[src/rtl/alu_input_sequencer.sv]
// Captures operand A, operand B and opcode from switches on successive debounced button presses.
// Capture lands DB_CYCLES+2 edges after the button is first sampled high; i_clr overrides any press.
module alu_input_sequencer #(
  parameter int NB_DATA   = 6,
  parameter int NB_OP     = 6,
  parameter int DB_CYCLES = 1_000_000
) (
  input  logic               i_clk,
  input  logic               i_rst,
  input  logic [NB_DATA-1:0] i_sw,
  input  logic               i_btn,
  input  logic               i_clr,
  output logic [NB_DATA-1:0] o_data_a,
  output logic [NB_DATA-1:0] o_data_b,
  output logic [NB_OP-1:0]   o_op,
  output logic [1:0]         o_state,
  output logic               o_valid,
  output logic               o_start
);

  localparam int CNT_W = $clog2(DB_CYCLES);
  localparam logic [CNT_W-1:0] CNT_LAST = CNT_W'(DB_CYCLES - 1);

  typedef enum logic [1:0] {
    S_A    = 2'b00,
    S_B    = 2'b01,
    S_OP   = 2'b10,
    S_SHOW = 2'b11
  } state_e;

  logic             sync1_q, sync2_q;
  logic [CNT_W-1:0] cnt_q, cnt_d;
  logic             deb_q, deb_d;
  logic             deb_prev_q;
  logic             press;

  state_e             state_q, state_d;
  logic [NB_DATA-1:0] data_a_q, data_a_d;
  logic [NB_DATA-1:0] data_b_q, data_b_d;
  logic [NB_OP-1:0]   op_q, op_d;
  logic               start_q, start_d;
  logic [NB_OP-1:0]   sw_op;

  // Opcode is taken from the low switch bits, or zero-padded when wider than the switches.
  if (NB_OP <= NB_DATA) begin : g_op_trunc
    assign sw_op = i_sw[NB_OP-1:0];
  end else begin : g_op_ext
    assign sw_op = {{(NB_OP - NB_DATA){1'b0}}, i_sw};
  end

  always_comb begin
    cnt_d = '0;
    deb_d = deb_q;
    if (sync2_q != deb_q) begin
      if (cnt_q == CNT_LAST) begin
        deb_d = sync2_q;
      end else begin
        cnt_d = cnt_q + 1'b1;
      end
    end
  end

  // Press is a registered rising edge of the debounced level, so release does nothing.
  assign press = deb_q & ~deb_prev_q;

  always_ff @(posedge i_clk or posedge i_rst) begin
    if (i_rst) begin
      sync1_q    <= 1'b0;
      sync2_q    <= 1'b0;
      cnt_q      <= '0;
      deb_q      <= 1'b0;
      deb_prev_q <= 1'b0;
    end else begin
      sync1_q    <= i_btn;
      sync2_q    <= sync1_q;
      cnt_q      <= cnt_d;
      deb_q      <= deb_d;
      deb_prev_q <= deb_q;
    end
  end

  always_comb begin
    state_d  = state_q;
    data_a_d = data_a_q;
    data_b_d = data_b_q;
    op_d     = op_q;
    start_d  = 1'b0;
    if (i_clr) begin
      state_d  = S_A;
      data_a_d = '0;
      data_b_d = '0;
      op_d     = '0;
    end else if (press) begin
      case (state_q)
        S_A: begin
          data_a_d = i_sw;
          state_d  = S_B;
        end
        S_B: begin
          data_b_d = i_sw;
          state_d  = S_OP;
        end
        S_OP: begin
          op_d    = sw_op;
          state_d = S_SHOW;
          start_d = 1'b1;
        end
        default: state_d = S_A;
      endcase
    end
  end

  always_ff @(posedge i_clk or posedge i_rst) begin
    if (i_rst) begin
      state_q  <= S_A;
      data_a_q <= '0;
      data_b_q <= '0;
      op_q     <= '0;
      start_q  <= 1'b0;
    end else begin
      state_q  <= state_d;
      data_a_q <= data_a_d;
      data_b_q <= data_b_d;
      op_q     <= op_d;
      start_q  <= start_d;
    end
  end

  assign o_data_a = data_a_q;
  assign o_data_b = data_b_q;
  assign o_op     = op_q;
  assign o_state  = state_q;
  assign o_valid  = (state_q == S_SHOW);
  assign o_start  = start_q;

endmodule

[config.mk]
export PLATFORM = sky130hd
export DESIGN_NAME = alu_input_sequencer
export DESIGN_NICKNAME = d
export VERILOG_FILES = /design/src/rtl/alu_input_sequencer.sv
export SDC_FILE = /design/constraint.sdc
export NUM_CORES = 1
export LEC_CHECK = 0
export BUFFER_PORTS_ARGS = -buffer_cell sky130_fd_sc_hd__clkbuf_2
export CAP_MARGIN = 0
export CORE_MARGIN = 2
export CORE_UTILIZATION = 55
export CTS_CLUSTER_SIZE = 40
export DETAILED_ROUTE_END_ITERATION = 6
export PLACE_DENSITY = 0.78
export SLEW_MARGIN = 20
export SYNTH_ARGS = -nofsm -noshare
export SYNTH_HDL_FRONTEND = slang
export SYNTH_SLANG_ARGS = --single-unit
[constraint.sdc]
create_clock -name i_clk -period 1.92 [get_ports i_clk]
set_input_delay 0.192 -clock i_clk [delete_from_list [all_inputs] [get_ports i_clk]]
set_output_delay 0.192 -clock i_clk [all_outputs]
set_load 0.02 [all_outputs]
== Word level (Yosys, flattened, before mapping) ==
Cells that the tools add are included.

* Add/subtract/negate cells: 1
* Eq/ne operators: 5
* Muxes and demuxes: 17
* Bitwise gates (word level): 2
* Reductions and logical operators: 9

{| class="wikitable"
|+ Operators with widths
! kind !! count
|-
| 2-to-1 mux 6 bit || 9
|-
| 2-to-1 mux 20 bit || 2
|-
| adder 20 x 1 -> 20 bit, second input constant || 1
|-
| equality test 20 bit, second input constant || 1
|-
| AND reduction 2 bit || 4
|-
| nonzero test 2 bit || 4
|-
| one-hot mux 2 bit (3 select lines) || 1
|-
| equality test 2 bit, second input constant || 2
|-
| 2-to-1 mux 2 bit || 2
|-
| 2-to-1 mux 1 bit || 3
|-
| equality test 2 x 1 -> 1 bit, second input constant || 1
|-
| zero test 2 bit || 1
|-
| AND 1 bit || 1
|-
| != test 1 bit || 1
|-
| NOT 1 bit || 1
|}

* Bits in registers: 45

== Depth between registers and ports, before layout ==
Gate-level depths: netlist of run 1.

* Depth after elaboration: 4
* Gate-level depth with buffers: 6

== Least setup slack after synthesis of run 1 ==
OpenSTA, ideal clock, no wires.

* Path type: register to register
* Start point: register cnt_q[0]
* End point: register cnt_q[18]
* Arrival: 1.533 ns
* Required time: 1.801 ns
* Path slack: 0.268 ns
* Stages on the path, launching flop included: 6
* Path buffers: 0
* Clock period less this slack: 1.652 ns
* Path through: dfrtp_1 -> ha_1 -> nand2_1 -> or4_4 -> o21a_1 -> o21ba_1

* Longest elaborated chain between the ends: 3
* Elaborated cells between the ends (all ways): 4

{| class="wikitable"
|+ Ends and longest elaborated chain
! item !! RTL line !! source
|-
| start, declared || 32 || <nowiki>logic [CNT_W-1:0] cnt_q, cnt_d;</nowiki>
|-
| start signal, assigned || 76 || <nowiki>cnt_q <= cnt_d;</nowiki>
|-
| adder 20 x 1 -> 20 bit / equality test 20 bit (equally long branches) || 58, 55 ||
|-
| 2-to-1 mux 20 bit * || 55 || <nowiki>if (cnt_q == CNT_LAST) begin</nowiki>
|-
| 2-to-1 mux 20 bit * || 54 || <nowiki>if (sync2_q != deb_q) begin</nowiki>
|-
| net cnt_d[18] || 32 ||
|}

Mark *: on every way through the listed nets, which the timed path passes. The rest lies on a longest branch.
A chain may end at the register's enable or synchronous reset.

== Worst setup path in the final report of run 1 ==
* Start point: register cnt_q[0]
* End point: register cnt_q[9]

The elaborated chain is that of the path after synthesis.

==> metrics.txt, run 1 <==
CTS max path bufs 2; clk root buf clkbuf_8; postcts setup bufs 0; worst setup path end cnt_q[9]$_DFF_PP0_; clock buffer count from CTS 5; proportion of layout cells with a drive suffix above 1 19.9%; Final Cycle Share 92.3%; most frequent cells in the layout dfrtp_1 (45), clkbuf_2 (31), nand2_1 (29); Cell Area, Placed 2290 µm²; final setup violation count 0; largest net degree at the start of global routing 46; Die W between 60 and 70 µm; kind of critical path reg -> reg; fin. max-slew vios 0; RSZ-0062 raised after global routing false; Fin Clk Skew 0.00442 ns; max-cap violations 0; clock-pin slew on the worst setup and hold paths approximately 0.08 ns; Via-to-Cell Ratio 5.44; DRT Pass-1 Iters 4; VDD IR max 0.000635 V; HP Class in -> async; Hold Worst Slack -0.00749 ns; DRC viols 0; GR Util All Layers 22.1%; WL final 4.13 mm; Crit path arrival time between 1.5 and 2 ns; Vias 1628; clk_lat worst skew 0.30 ns; 1st-iter DRT viols 97; Setup crit end kind flip-flop; #FFs+latches synth 45; io pins 32; core area 3630 µm²; peak fanout along the critical path 10; Final min period 1.77 ns; Die Y 65.3 µm; met1 Use GR 28.6%; Routed WL per cell 13.8 µm; synthesized area 2060 µm²; r2r setup slk 0.15 ns; YS warnings 0; GP Congestion 0.817; met3 Track Usage GR 7.36%; die area 4260 µm²; vias in the first global route approximately 1600; Post-Syn Instances 214; CTS tree done; Worst slew margin around three fifths; initial antenna violation count 0; Fill cells about 310; Layout area overhead 18.2%; DP HPWL 2.83 mm; IO Port Bufs 31; first-pass GRT wire length 7.14 mm; syn avg cell area 9.65 µm²; leading cell type in the layout, fill and taps excluded dfrtp_1; FF-to-FF path depth 6; Post-synth ARST share 100%; final setup TNS 0 ns; GRT met2 Usage 34.8%; RR Endpoint cnt_q[9]$_DFF_PP0_; Worst Setup Start Kind flip-flop; syn_nets between 200 and 250; Congestion Overflow GR 0; Distinct cells, synth 31; Final Cell Area between 2000 and 2500 µm²; Max Clk Rate 564 MHz; Core Rows 22; Primary FF master, synth dfrtp_1; H-Tree Level Count 2; Final Hold Fails 13; reg2reg start cnt_q[0]$_DFF_PP0_; Leak Pwr 1.08 nW; CP startpoint cnt_q[0]$_DFF_PP0_; CP Data Required Time 2.11 ns; Seq/Total Area, Yosys 54.5%; failing checks negative hold slack; Post-synth EDFFs 0; GRT busiest layer met2; ANT cells 0; worst-margin pin slew between 0.5 and 0.6 ns; PwrDens 760 nW/µm²; Initial Util 56.8%; status finished, violations left; final net count 265; Antenna Violating Nets Remaining 0; clock sinks 45
-- flip-flops by register name, indices dropped and copies added (netlist names) --
name	cells
sync2_q	1
deb_prev_q	1
o_state	2
o_data_b	6
o_data_a	6
o_start	1
deb_q	1
sync1_q	1
cnt_q	20
o_op	6
-- logic make-up (layout without fill, tap and decap cells) --
logic type	after synthesis	count (layout)	synth area share, %
DFF	45	45	54.5
AOI/OAI and AO/OA	32	32	8.24
muxes	1	1	0.545
buffers and inverters	16	53	3.27
xor gates and xnor gates	14	14	5.94
and+or+nand+nor	101	101	24.4
adders and majority gates	5	5	3.03
-- worst min path at each step --
stage                          endpoint  slack [ns]  cells past startpoint
finish              o_op[0]$_DFFE_PP0P_      -0.007                      3
global route        o_op[1]$_DFFE_PP0P_        0.03                      3
CTS                   sync2_q$_DFF_PP0_       0.008                      3
detailed placement    sync1_q$_DFF_PP0_        0.31                      1
global placement      sync1_q$_DFF_PP0_        0.30                      1
floorplan             sync1_q$_DFF_PP0_        0.22                      0
-- stage by stage --
step	std cells	setup WS, ns	utilization, %	power [mW]	hold slack, ns
floorplan	214	0.268	-	1.01	0.223
global placement	290	0.215	63.0	1.04	0.304
detailed placement	290	0.172	63.0	1.04	0.306
CTS	299	0.121	66.9	1.88	0.00797
global route	299	0.0381	67.2	1.93	0.0322
finish	299	0.147	67.2	1.86	-0.00749
-- repair_timing --
item | 4_1_cts | 5_1_grt
resized for setup | 0 | 1
hold buffers | 1 | 0
setup endpoints to repair | 0 | 2
endpoints found under the hold margin | 1 | 0
-- where the power goes --
| group | internal (mW) | switching [mW] | total, mW |
|---|---|---|---|
| clock network | 0.517 | 0.314 | 0.831 |
| logic | 0.0206 | 0.0458 | 0.0664 |
| registers | 0.954 | 0.00488 | 0.959 |
-- critical path: stages, from the launching register on --
cell	delay, ns
dfrtp_1	0.38
ha_1	0.21
nand2_1	0.13
or2_1	0.33
o31ai_4	0.31
buf_4	0.22
nor2_1	0.06
-- area by class of cell --
cell class / count / area (µm²) / share of cell area (%)
clock buffers: 5 / 68.8 / 2.82
flip-flops and latches: 45 / 1130 / 46.1
well taps: 48 / 60.1 / 2.46
inverters: 7 / 26.3 / 1.08
multi-input cells: 153 / 885 / 36.2
clock inverters: 3 / 65.1 / 2.67
repair buffers: 38 / 210 / 8.61
-- metal layers --
metal | share of wire (%) | up-vias
met3 | 4.3 | 4
met4 | 0.92 | 0
met1 | 44 | 786
li1 | - | 805
met5 | 0 | -
met2 | 51 | 33
-- synth_stat cells, drive strengths merged (4+ instances only) --
cell / count / share of area [%]
nor3: 5 / 1.2
nand2: 29 / 5.3
o21ai: 5 / 1.2
ha: 5 / 3.0
nand3: 23 / 5.8
a21oi: 24 / 5.8
dfrtp: 45 / 55
clkbuf: 5 / 0.91
inv: 7 / 1.3
nor2: 20 / 3.6
nor4: 5 / 1.5
buf: 4 / 1.1
nand4: 4 / 1.5
xnor2: 11 / 4.7
(Power assumes the default switching activity.)
==> run 2, diff against run 1 <==
CORE_ASPECT_RATIO = 0.5   (was not set)
==> run 2 against run 1 <==
Compared with the run above:
- the run now ends clean
- first-iteration DRC count down 16%
- critical path depth down 1
- clock skew up 0.0051 ns
- global-route usage down 0.79 points
- critical path type unchanged
- critical endpoint is now cnt_q[18]$_DFF_PP0_
==> metrics.txt, run 2 (synthesized netlist as in run 1, its figures left out) <==
Hold Worst Slack between 0.003 and 0.004 ns; H-Tree Level Count 2; PnR worst setup slack about 0.18 ns; WL final around 4.2 mm; io pins 32; die area 4290 µm²; GRT met2 Usage 37.9%; max reg flops 20; clock buffer count from CTS 5; final net count approximately 260; Via-to-Cell Ratio 5.50; first-pass GRT wire length 6.93 mm; VDD IR max ~0.00038 V; initial antenna violation count 0; total power 1.75 mW; Hold Buf Count CTS 0; vias in the first global route ~1500; CP startpoint cnt_q[0]$_DFF_PP0_; Antenna Violating Nets Remaining 0; Final Hold Fails 0; largest net degree at the start of global routing 46; net switching power figure 353 µW; Setup crit end kind flip-flop; kind of critical path reg -> reg; ANT cells 0; Final Cell Area 2410 µm²; Fill cells 268; Placed Cells roughly 300; Crit path arrival time approximately 1.9 ns; Place WS 0.181 ns; proportion of layout cells with a drive suffix above 1 19.3%; PwrDens 726 nW/µm²; Layout Utilization 68.7%; Layout area overhead 16.7%; DRT Pass-1 Iters 4; post-layout instance count excluding filler cells 300; post-cts sizing count 0; RR Endpoint cnt_q[18]$_DFF_PP0_; GRT busiest layer met2; Final Cycle Share ~90%; core area 3510 µm²; clock group share of total power a little over two fifths; Initial Util about three fifths; postcts setup bufs 0; Max Clk Rate 573 MHz; fin. max-slew vios 0; most frequent cells in the layout dfrtp_1 (45), clkbuf_2 (31), nand2_1 (29); Cell Area, Placed roughly 2300 µm²; r2r setup slk 0.18 ns; GP Congestion 0.856; DRC viols 0; Die W 90.6 µm; Fin Clk Skew ~0.0096 ns; Routed WL per cell between 10 and 15 µm; CTS max path bufs 2; GR Util All Layers 21.3%; met1 Use GR 26.3%; Seq pwr share 54.8%; combinational share of power under 10%; RSZ-0062 raised after global routing false; CTS tree done; Core Rows 15; CP Data Required Time 2.11 ns; status finished clean; Internal 1.40 mW; Final min period roughly 1.7 ns; Leak Pwr between 1 and 1.5 nW; DP HPWL 2.95 mm; HP Class in -> async; final setup violation count 0; Die Y 47.3 µm; reg2reg start cnt_q[0]$_DFF_PP0_; Worst slew margin 63.2%; clk root buf clkbuf_8; 1st-iter DRT viols 81; Sw Ratio slightly above 20%; Congestion Overflow GR 0; max-cap violations 0; met3 Track Usage GR roughly 5.5%; leading cell type in the layout, fill and taps excluded dfrtp_1; clock sinks 45; IO Port Bufs 31; clk_lat worst skew 0.29 ns; clock-pin slew on the worst setup and hold paths 0.08 ns; FF-to-FF path depth 5; worst-margin pin slew 0.548 ns; Vias 1649; Worst Setup Start Kind flip-flop; peak fanout along the critical path 5; Largest Register cnt_q; final setup TNS 0 ns
[run 2: changes by cell type in the layout (fill, tap and decap cells not counted), sizes merged]
| cell | delta |
|---|---|
| inv | +1 |
| buf | -1 |
| dlygate4sd3 | -1 |
| clkbuf | +2 |
| clkinv | -2 |
| bufinv | -1 |
[run 2: power groups by stage]
stage	Clock (mW)	Combinational, mW	Sequential [mW]
after floorplan	0	0.0357	0.977
after global placement	0	0.0609	0.977
after detailed placement	0	0.0625	0.978
after CTS	0.735	0.0629	0.959
after global routing	0.772	0.0712	0.960
final	0.728	0.0627	0.959
[run 2: layout make-up]
class                      instances  area, µm²  share of cell area [%]
sequential                        45       1130                    46.7
multi-input combinational        153        885                    36.7
timing repair buffer              36        193                    8.00
clock buffer                       7       86.3                    3.58
tap                               51       63.8                    2.65
clock inverter                     1       30.0                    1.25
inverter                           7       26.3                    1.09
[run 2: worst max-delay path by stage]
stage | endpoint | slack [ns] | depth (start not counted)
2_1_floorplan | cnt_q[18]$_DFF_PP0_ | 0.27 | 5
3_3_place_gp | cnt_q[18]$_DFF_PP0_ | 0.22 | 5
3_5_place_dp | cnt_q[18]$_DFF_PP0_ | 0.18 | 5
4_1_cts | cnt_q[18]$_DFF_PP0_ | 0.18 | 5
5_1_grt | cnt_q[2]$_DFF_PP0_ | 0.07 | 6
6_report | cnt_q[18]$_DFF_PP0_ | 0.18 | 5
[run 2: per-layer routing]
layer | vias to the layer above | share of wire (%) | wire length (µm)
met4 | 0 | 1.9 | 78
li1 | 798 | - | -
met3 | 9 | 4.3 | 180
met2 | 42 | 46 | 1920
met5 | - | 0 | 0
met1 | 800 | 47 | 1970
[run 2: critical path, cell delays in order, from the launching register on]
cell and delay, ns:
dfrtp_1 0.37, ha_1 0.22, nand2_1 0.13, or4_4 0.56, o21a_1 0.20, o21ba_1 0.17
==> run 3, diff against run 2 <==
CELL_PAD_IN_SITES_DETAIL_PLACEMENT = 1   (was not set)
CELL_PAD_IN_SITES_GLOBAL_PLACEMENT = 1   (was not set)
CORE_UTILIZATION = 43   (was 55)
PLACE_DENSITY = not set   (was 0.78)
PLACE_DENSITY_LB_ADDON = 0.1   (was not set)
==> run 3 against run 2 <==
Compared with the run above:
- hold slack gained 0.14 ns
- combinational power grew 8.0%
- clock skew grew 0.0073 ns
- die area grew 26%
- critical endpoint unchanged
- sequential power is essentially flat
- largest cell class unchanged
==> metrics.txt, run 3 (synthesized netlist as in run 1, its figures left out) <==
clock-pin slew on the worst setup and hold paths 0.09 ns; Fin Clk Skew 0.0169 ns; Vias 1696; HP Class in -> reg; Fill cells 558; delay-heaviest family, CP simple AND/OR/NAND/NOR gates; Worst slew margin a little under half; Die W 102 µm; r2r setup slk 0.14 ns; PwrDens roughly 720 nW/µm²; clock sinks between 40 and 50; Largest Register cnt_q; proportion of layout cells with a drive suffix above 1 20.2%; critical path cell sequence ha_1 > nand2_1 > or4_4 > o21a_1 > o21ba_1; slowest CP cell or4_4; sequential cell area around 1100 µm²; final net count 267; io pins 32; post-cts sizing count 0; VDD IR max 0.000442 V; max incr delay on CP 0.57 ns; clk_lat worst skew 0.31 ns; 1st-iter DRT viols 23; DP HPWL 3.57 mm; Initial Util 45.8%; Worst Setup Start Kind flip-flop; IO Port Bufs 31; leading cell type in the layout, fill and taps excluded dfrtp_1; Final min period about 1.8 ns; Die Y 53.0 µm; peak fanout along the critical path 5; final setup TNS 0 ns; RSZ-0062 raised after global routing false; CP bufs+invs 0; Antenna Violating Nets Remaining 0; GP Congestion 0.806; Multi-input gate area 876 µm²; die area 5400 µm²; max-cap violations 0; Max Clk Rate 561 MHz; WL final 4.89 mm; Setup crit end kind flip-flop; status finished clean; final setup violation count 0; Leak Pwr 1.08 nW; Final Hold Fails 0; DRT Pass-1 Iters 5; largest net degree at the start of global routing 25; max reg flops 20; CTS tree done; H-Tree Level Count 2; ANT cells 0; clock buffer count from CTS 5; Crit path arrival time 1.99 ns; initial antenna violation count 0; Via-to-Cell Ratio 5.32; Routed WL per cell between 15 and 20 µm; CTS max path bufs 2; core area 4510 µm²; vias in the first global route 1778; Hold Worst Slack around 0.15 ns; clk root buf clkbuf_8; first-pass GRT wire length 8.35 mm; worst-margin pin slew about 0.8 ns; kind of critical path reg -> reg; Layout area overhead 18.9%; Final Cycle Share 92.9%; fin. max-slew vios 0; CP Data Required Time 2.12 ns; GR Util All Layers a little over a fifth; most frequent cells in the layout dfrtp_1 (45), clkbuf_2 (31), nand2_1 (29); Core Rows 17; Congestion Overflow GR 0; DRC viols 0
-- run 3: per-layer routing --
layer,up-vias,GRT usage (%),wire [µm]
met2,37,35.6,2360
met5,-,0,0
met4,0,10.4,133
met3,15,5.94,217
met1,838,24.8,2180
li1,806,-,-
-- run 3: worst reg2reg max path, stage by stage, from the launching register on --
cell and delay (ns):
dfrtp_1 0.38, ha_1 0.23, nand2_1 0.14, or4_4 0.57
o21a_1 0.20, o21ba_1 0.17
-- run 3: layout make-up --
type | count | share of cell area [%]
timing repair buffer | 40 | 9.28
clock inverter | 3 | 1.94
clock buffer | 5 | 2.80
multi-input combinational | 153 | 35.7
sequential | 45 | 45.9
inverter | 7 | 1.07
tap | 66 | 3.36
-- run 3: through the flow --
step	worst slack (ns)	util [%]	total power, mW	cells	instance area [µm²]
after floorplan	0.268	-	1.01	214	2060
after global placement	0.207	51.4	1.04	309	2320
after detailed placement	0.152	51.4	1.04	309	2320
after CTS	0.137	54.4	1.81	319	2450
after global routing	0.0105	54.4	1.85	319	2450
final	0.136	54.4	1.78	319	2450
-- run 3: repair_timing --
item / 4_1_cts / 5_1_grt
buffers inserted: 0 / 0
hold endpoints to repair: 22 / 0
hold buffers: 2 / 0
-- run 3: worst paths after layout --
kind	startpoint	to	cells after the start
max in group asynchronous	i_rst	cnt_q[13]$_DFF_PP0_	4
worst max-delay path	cnt_q[0]$_DFF_PP0_	cnt_q[18]$_DFF_PP0_	5
worst min register to register	sync1_q$_DFF_PP0_	sync2_q$_DFF_PP0_	0
min in group asynchronous	i_rst	o_data_a[1]$_DFFE_PP0P_	3
worst max register to register	cnt_q[0]$_DFF_PP0_	cnt_q[18]$_DFF_PP0_	5
worst min-delay path	i_sw[0]	o_data_b[0]$_DFFE_PP0P_	3
-- run 3: where the power goes --
group | total (mW) | switching, mW | internal [mW] | leakage (nW)
sequential | 0.960 | 0.00552 | 0.954 | 0.622
clock | 0.751 | 0.354 | 0.397 | 0.0591
combinational | 0.0677 | 0.0462 | 0.0216 | 0.400
total | 1.78 | 0.405 | 1.37 | 1.08
